**config.mk**
```make
export PLATFORM = sky130hd
export DESIGN_NAME = cofi_blend_ctrl_flat
export DESIGN_NICKNAME = d
export VERILOG_FILES = /design/src/rtl/cofi_blend_ctrl_if.sv /design/src/rtl/cofi_blend_ctrl.sv /design/src/flat_wrapper.sv
export SDC_FILE = /design/constraint.sdc
export NUM_CORES = 1
export LEC_CHECK = 0
export BUFFER_PORTS_ARGS = -buffer_cell sky130_fd_sc_hd__clkbuf_2
export CAP_MARGIN = 10
export CORE_ASPECT_RATIO = 1.75
export CORE_MARGIN = 10
export CORE_UTILIZATION = 40
export CTS_CLUSTER_SIZE = 8
export DETAILED_ROUTE_END_ITERATION = 8
export MAX_ROUTING_LAYER = met4
export PLACE_DENSITY_LB_ADDON = 0.25
export SLEW_MARGIN = 0
export SYNTH_ARGS = -nofsm -noshare
export SYNTH_HDL_FRONTEND = slang
export SYNTH_SLANG_ARGS = --single-unit
```
**constraint.sdc**
```tcl
create_clock -name clk -period 2.2 [get_ports clk]
set_input_delay 0.33 -clock clk [delete_from_list [all_inputs] [get_ports clk]]
set_output_delay 0.33 -clock clk [all_outputs]
set_load 0.01 [all_outputs]
```
**src/rtl/cofi_blend_ctrl_if.sv**
```systemverilog
// cofi_blend_ctrl_if: bundle between the OSD/config side and the cofi blend
// controller.
//   master : drives the pixel stream, the blanking signals and the requested
//            settings. It observes the blender configuration.
//   slave  : the controller. It takes the stream and settings, and drives the
//            blender configuration, auto_state and stat_count.
// Parameter CNT_W must match the controller's CNT_W.
interface cofi_blend_ctrl_if #(
    parameter int unsigned CNT_W = 20
);
    logic             ce_pixel;
    logic             hblank;
    logic             vblank;
    logic [7:0]       red;
    logic [7:0]       green;
    logic [7:0]       blue;
    logic [1:0]       mode;
    logic             hud_req;
    logic             debug_req;
    logic             force_all;
    logic             pattern_blend;
    logic             diff_blend;
    logic             hud_filter;
    logic             debug_view;
    logic             force_blend;
    logic             auto_state;
    logic [CNT_W-1:0] stat_count;

    modport master (
        output ce_pixel, hblank, vblank, red, green, blue,
        output mode, hud_req, debug_req, force_all,
        input  pattern_blend, diff_blend, hud_filter, debug_view,
        input  force_blend, auto_state, stat_count
    );

    modport slave (
        input  ce_pixel, hblank, vblank, red, green, blue,
        input  mode, hud_req, debug_req, force_all,
        output pattern_blend, diff_blend, hud_filter, debug_view,
        output force_blend, auto_state, stat_count
    );
endinterface

```
**src/rtl/cofi_blend_ctrl.sv**
```systemverilog
// cofi_blend_ctrl: frame-synchronous configuration controller for the cofi
// smart blender. User settings are latched only at the evaluation cycle that
// follows each vblank rising edge. In auto mode (mode==3) the controller
// counts alternating-pixel hits per frame, classifies each frame as dithered,
// clean or neutral, and toggles its auto decision after HYST_FRAMES
// consecutive frames of the opposite class.
// Ports:
//   clk    video clock
//   reset  synchronous, active-high
//   bus    cofi_blend_ctrl_if.slave:
//          inputs  ce_pixel, hblank, vblank, red/green/blue, mode,
//                  hud_req, debug_req, force_all
//          outputs pattern_blend, diff_blend, hud_filter, debug_view,
//                  force_blend, auto_state, stat_count
// Optional macro COFI_CTRL_STATS_EN: when it is defined, stat_count holds the
// saturated hit count of the last evaluated frame. Otherwise stat_count is
// tied to 0.
module cofi_blend_ctrl #(
    parameter int unsigned      CNT_W       = 20,
    parameter logic [CNT_W-1:0] ON_THRESH   = CNT_W'(4096),
    parameter logic [CNT_W-1:0] OFF_THRESH  = CNT_W'(1024),
    parameter int unsigned      HYST_FRAMES = 3
) (
    input logic              clk,
    input logic              reset,
    cofi_blend_ctrl_if.slave bus
);
    typedef enum logic [1:0] {WAIT_FRAME, ACTIVE, EVAL} state_t;

    state_t           state_q;
    logic             vblank_q;
    logic [23:0]      p1_q, p2_q;
    logic             p1_vld_q, p2_vld_q;
    logic [CNT_W-1:0] cnt_q;
    logic [2:0]       streak_q;
    logic             auto_q;
    logic             pattern_q, diff_q, hud_q, debug_q, force_lat_q;

    logic [23:0]      rgb;
    logic             vb_rise, pix_active, hit;
    logic [CNT_W-1:0] cnt_d;
    logic             opposite;
    logic [2:0]       streak_inc, streak_d;
    logic             auto_d, pattern_d, diff_d;

    always_comb begin
        rgb        = {bus.red, bus.green, bus.blue};
        vb_rise    = bus.vblank & ~vblank_q;
        pix_active = (state_q == ACTIVE) & ~bus.hblank & ~bus.vblank;
        // A valid p2 implies a valid p1, because history fills in order.
        hit        = pix_active & p2_vld_q & (rgb == p2_q) & (rgb != p1_q);

        cnt_d = cnt_q;
        if (hit && cnt_q != '1) begin
            cnt_d = cnt_q + 1'b1;
        end

        // Opposite class relative to the current decision. Neutral frames
        // never count as opposite.
        opposite   = auto_q ? (cnt_q < OFF_THRESH) : (cnt_q >= ON_THRESH);
        streak_inc = streak_q + 3'd1;
        streak_d   = '0;
        auto_d     = auto_q;
        if (bus.mode == 2'd3 && opposite) begin
            if (streak_inc == 3'(HYST_FRAMES)) begin
                auto_d = ~auto_q;
            end else begin
                streak_d = streak_inc;
            end
        end

        pattern_d = (bus.mode == 2'd1) | ((bus.mode == 2'd3) & auto_d);
        diff_d    = (bus.mode == 2'd2) | ((bus.mode == 2'd3) & ~auto_d);
    end

    always_ff @(posedge clk) begin
        if (reset) begin
            state_q     <= WAIT_FRAME;
            vblank_q    <= 1'b0;
            p1_q        <= '0;
            p2_q        <= '0;
            p1_vld_q    <= 1'b0;
            p2_vld_q    <= 1'b0;
            cnt_q       <= '0;
            streak_q    <= '0;
            auto_q      <= 1'b0;
            pattern_q   <= 1'b0;
            diff_q      <= 1'b0;
            hud_q       <= 1'b0;
            debug_q     <= 1'b0;
            force_lat_q <= 1'b0;
        end else if (bus.ce_pixel) begin
            vblank_q <= bus.vblank;

            // History never spans a line.
            if (bus.hblank) begin
                p1_vld_q <= 1'b0;
                p2_vld_q <= 1'b0;
            end else if (pix_active) begin
                p2_q     <= p1_q;
                p2_vld_q <= p1_vld_q;
                p1_q     <= rgb;
                p1_vld_q <= 1'b1;
            end

            case (state_q)
                WAIT_FRAME: begin
                    if (vb_rise) begin
                        state_q <= ACTIVE;
                    end
                end
                ACTIVE: begin
                    cnt_q <= cnt_d;
                    if (vb_rise) begin
                        state_q <= EVAL;
                    end
                end
                EVAL: begin
                    streak_q    <= streak_d;
                    auto_q      <= auto_d;
                    pattern_q   <= pattern_d;
                    diff_q      <= diff_d;
                    hud_q       <= bus.hud_req & pattern_d;
                    debug_q     <= bus.debug_req;
                    force_lat_q <= bus.force_all;
                    cnt_q       <= '0;
                    state_q     <= ACTIVE;
                end
                default: begin
                    state_q <= WAIT_FRAME;
                end
            endcase
        end
    end

`ifdef COFI_CTRL_STATS_EN
    logic [CNT_W-1:0] stat_q;

    always_ff @(posedge clk) begin
        if (reset) begin
            stat_q <= '0;
        end else if (bus.ce_pixel && state_q == EVAL) begin
            stat_q <= cnt_q;
        end
    end

    assign bus.stat_count = stat_q;
`else
    assign bus.stat_count = '0;
`endif

    assign bus.pattern_blend = pattern_q;
    assign bus.diff_blend    = diff_q;
    assign bus.hud_filter    = hud_q;
    assign bus.debug_view    = debug_q;
    assign bus.auto_state    = auto_q;
    assign bus.force_blend   = force_lat_q & ~bus.hblank & ~bus.vblank;

endmodule

```
**src/flat_wrapper.sv**
```systemverilog
// flat-port wrapper written by rule: the top's interface ports become plain ports
module cofi_blend_ctrl_flat 
#(
    parameter int unsigned      CNT_W       = 20,
    parameter logic [CNT_W-1:0] ON_THRESH   = CNT_W'(4096),
    parameter logic [CNT_W-1:0] OFF_THRESH  = CNT_W'(1024),
    parameter int unsigned      HYST_FRAMES = 3
)
  (clk, reset, bus_ce_pixel, bus_hblank, bus_vblank, bus_red, bus_green, bus_blue, bus_mode, bus_hud_req, bus_debug_req, bus_force_all, bus_pattern_blend, bus_diff_blend, bus_hud_filter, bus_debug_view, bus_force_blend, bus_auto_state, bus_stat_count);
  cofi_blend_ctrl_if #(.CNT_W(CNT_W)) bus_i ();
  input logic clk;
  input logic reset;
  input wire logic [$bits(bus_i.ce_pixel)-1:0] bus_ce_pixel;
  input wire logic [$bits(bus_i.hblank)-1:0] bus_hblank;
  input wire logic [$bits(bus_i.vblank)-1:0] bus_vblank;
  input wire logic [$bits(bus_i.red)-1:0] bus_red;
  input wire logic [$bits(bus_i.green)-1:0] bus_green;
  input wire logic [$bits(bus_i.blue)-1:0] bus_blue;
  input wire logic [$bits(bus_i.mode)-1:0] bus_mode;
  input wire logic [$bits(bus_i.hud_req)-1:0] bus_hud_req;
  input wire logic [$bits(bus_i.debug_req)-1:0] bus_debug_req;
  input wire logic [$bits(bus_i.force_all)-1:0] bus_force_all;
  output wire logic [$bits(bus_i.pattern_blend)-1:0] bus_pattern_blend;
  output wire logic [$bits(bus_i.diff_blend)-1:0] bus_diff_blend;
  output wire logic [$bits(bus_i.hud_filter)-1:0] bus_hud_filter;
  output wire logic [$bits(bus_i.debug_view)-1:0] bus_debug_view;
  output wire logic [$bits(bus_i.force_blend)-1:0] bus_force_blend;
  output wire logic [$bits(bus_i.auto_state)-1:0] bus_auto_state;
  output wire logic [$bits(bus_i.stat_count)-1:0] bus_stat_count;
  assign bus_i.ce_pixel = bus_ce_pixel;
  assign bus_i.hblank = bus_hblank;
  assign bus_i.vblank = bus_vblank;
  assign bus_i.red = bus_red;
  assign bus_i.green = bus_green;
  assign bus_i.blue = bus_blue;
  assign bus_i.mode = bus_mode;
  assign bus_i.hud_req = bus_hud_req;
  assign bus_i.debug_req = bus_debug_req;
  assign bus_i.force_all = bus_force_all;
  assign bus_pattern_blend = bus_i.pattern_blend;
  assign bus_diff_blend = bus_i.diff_blend;
  assign bus_hud_filter = bus_i.hud_filter;
  assign bus_debug_view = bus_i.debug_view;
  assign bus_force_blend = bus_i.force_blend;
  assign bus_auto_state = bus_i.auto_state;
  assign bus_stat_count = bus_i.stat_count;
  cofi_blend_ctrl #(.CNT_W(CNT_W), .ON_THRESH(ON_THRESH), .OFF_THRESH(OFF_THRESH), .HYST_FRAMES(HYST_FRAMES)) u_core (.clk(clk), .reset(reset), .bus(bus_i));
endmodule
```
==> metrics.md <==
| Metric | Value |
|---|---|
| Worst hold path startpoint | bus_hud_req |
| Post-DR wirelength/cell | about 14 um |
| Max Cap Violations | 0 |
| Final nets | between 600 and 700 |
| Number of synthesized flops with an enable pin | 0 |
| Antenna cells | 0 |
| Number of port buffers | 39 |
| Reg area | 0.00165 sq mm |
| Fmax | between 0.4 and 0.5 GHz |
| Fraction of registers with async set/reset | 0% |
| Initial antenna violation count | 0 |
| Area of the multi-input gates | between 0.002 and 0.0025 sq mm |
| RSZ-0062 raised after global routing | yes |
| Grt total ovfl | 0 |
| Met1 global-route usage | 13.0% |
| Final worst slack | -0.0275 ns |
| Syn_area_per_cell | a little under 8 sq um |
| Clock Skews | between 0.003 and 0.004 ns |
| Tot GR Track Use | 14.3% |
| Mapped Area | approximately 0.004 sq mm |
| Mux cell area share after synthesis | under 10% |
| DRC Markers | 0 |
| Status | complete, but fails checks |
| Flops & latches, synth | 82 |
| # fillers | roughly 990 |
| Fin cells | just over 700 |
| Final Cell Area | approximately 0.0050 sq mm |
| Synth Instances | 506 |
| Vias post-DR | between 3000 and 4000 |
| Final Hold Fails | 0 |
| Reg clk slew, reported paths | ~0.06 ns |
| # rows | 48 |
| Netlist cell types | 43 |
| CP max FO | 3 |
| First-pass GRT wire length | roughly 16 mm |
| Routed WL | 10.2 mm |
| Worst Setup Path Type | flip-flop to flip-flop |
| Root buffer cell | clkbuf_16 |
| DRT Pass-1 Iters | 4 |
| Clock Path Buffers | 2 |
| Main combinational cell family by area after synthesis | simple AND/OR/NAND/NOR gates |
| Number of global-route vias before repair | around 3500 |
| Clock Sinks | between 80 and 90 |
| Hold Crit Class | input pin to flip-flop |
| Flop2flop setup slack | -0.03 ns |
| Endpoints failing setup | 3 |
| Crit end category | flip-flop |
| Min Hold Slack | roughly 0.22 ns |
| Post-route ant nets | 0 |
| Most frequent cells in the layout | nand2_1, dfxtp_1, a21oi_1 |
| Placed cell area | about 0.0045 sq mm |
| Layout area overhead | 23.5% |
| CTS tree | done |
| Yosys warnings | 0 |
| Largest net degree at the start of global routing | 57 |
| Synth Area in Compound Gates | between 10% and 20% |
| Min cycle time layout | around 2.2 ns |
| PD cells | roughly 650 mW/mm^2 |
| Source of the critical timing path | u_core.state_q[1] |
| WP data arrival | about 2.5 ns |
| Chip width | 95.7 um |
| CTS Buf Count | 9 |
| DP Cell Count | between 600 and 700 |
| Commonest non-fill, non-tap cell in the layout | nand2_1 |
| Reg2reg start | u_core.state_q[1] |
| Vias/cell | just over 5 |
| Worst slew margin | 59.3% |
| Register area share after synthesis | between 40 and 50% |
| Worst-Margin Slew | between 0.6 and 0.7 ns |
| Clock latency on the worst-skew pair | ~0.33 ns |
| Slew Viols, Final | 0 |
| Initial Util | 40.7% |
| Drt initial violations | about 120 |
| Max IR drop VDD | 0.000440 V |
| H-tree lvl count | 3 |
| Core ar. | a little under 0.01 sq mm |
| CP required | around 2.5 ns |
| Die H | ~150 um |
| Met3 GRT Util | under 10% |
| Layout cells sized above 1 | 21.4% |
| Synth Area in Simple Gates | between 20% and 30% |
| Post-Synth Adder-Cell Area | between 1 and 1.5% |
| Top Usage Layer GRT | met2 |
| GPL Wtd Cong | 0.845 |
| Die ar. | roughly 0.015 sq mm |
| Leakage | between 0.0015 and 0.002 uW |
| Final period util | 101% |
| Synth Area in XOR/XNOR | 11.1% |
| Top FF cell, synth | dfxtp_1 |
| Startpoint types | flip-flop |
| # IOs | 60 |
| Met2 usage | 26.8% |
| Violated checks | setup timing |
| DPL Wire Length | about 7.5 mm |
| CTS Hold Bufs | 0 |
per-layer routing:
layer,vias to the layer above,wire length (um)
li1,1832,-
met4,0,274
met3,18,287
met1,1698,3550
met2,65,6080
met5,-,0
area by class of cell:
cell class / count / share of cell area (%)
repair buffers: 92 / 12.1
inverters: 5 / 0.379
flip-flops and latches: 82 / 33.2
well taps: 125 / 3.16
clock buffers: 11 / 5.10
multi-input cells: 392 / 45.2
clock inverters: 3 / 0.808
what timing repair did:
action,CTS,global route
buffers inserted,6,2
resized for setup,12,11
pin swaps,12,6
cloned,1,0
endpoints found under the setup margin,16,20
state kept, by name (all words and copies together), names as in the netlist, 2 cells and up:
| register | flops |
|---|---|
| u_core.cnt_q | 20 |
| u_core.p1_q | 24 |
| u_core.p2_q | 24 |
| u_core.state_q | 2 |
| u_core.streak_q | 3 |
critical path, cell delays in order, from the launching register on:
cell       delay (ns)
dfxtp_2          0.31
and3b_2          0.26
nand2_4          0.07
a2111oi_4        0.37
a31oi_2          0.15
or2_4            0.28
buf_6            0.12
or4_1            0.46
a21oi_1          0.14
synthesized netlist by cell type (all sizes together), types with 2 or more instances:
library cell / instances / area share (%)
nor2: 16 / 1.5
nand4: 12 / 1.9
xor2: 25 / 5.5
ha: 4 / 1.2
nand3: 10 / 1.2
a21o: 2 / 0.37
dfxtp: 82 / 41
and2: 4 / 0.62
o31ai: 4 / 0.75
or2: 2 / 0.31
nand2b: 4 / 0.62
nor3: 5 / 0.62
buf: 25 / 4.5
o21ai: 15 / 1.9
xnor2: 26 / 5.7
a2111oi: 2 / 0.90
nor4: 9 / 1.4
a21oi: 68 / 8.5
a211oi: 2 / 0.37
mux2i: 5 / 1.2
or4: 4 / 0.75
or3: 12 / 1.9
clkbuf: 21 / 2.0
nand2: 125 / 12
inv: 5 / 0.47
and3: 4 / 0.62
and4: 3 / 0.65
where the power goes:
part | total (uW) | leakage (uW) | internal [uW] | switching (uW)
sequential | 1500 | 0.000663 | 1490 | 6.79
combinational | 225 | 0.00111 | 91.0 | 134
clock | 1480 | 0.000147 | 924 | 558
worst paths after layout:
check	end	depth (start not counted)
hold / removal	u_core.bus.hud_filter	2
setup / recovery	u_core.cnt_q[9]	8
hold reg to reg	u_core.bus.pattern_blend	1
setup reg to reg	u_core.cnt_q[9]	8
kinds of logic after synthesis:
kind of cell / Yosys count
compound gates: 98
xor+xnor: 51
fa+ha+maj: 4
buf+inv: 51
flops: 82
mux: 5
other cells: 1
simple gates: 214
per-stage QoR:
stage	setup slack [ns]	TNS [ns]	total power [uW]	util (%)
3_5_place_dp	-0.349	-3.57	1750	46.0
3_3_place_gp	-0.321	-3.41	1750	46.0
6_report	-0.0275	-0.0454	3210	50.3
5_1_grt	-0.103	-0.792	3330	50.3
4_1_cts	-0.00270	-0.00270	3240	49.7
2_1_floorplan	0.0209	0	1670	-
Power figures use the tool's default switching activity.
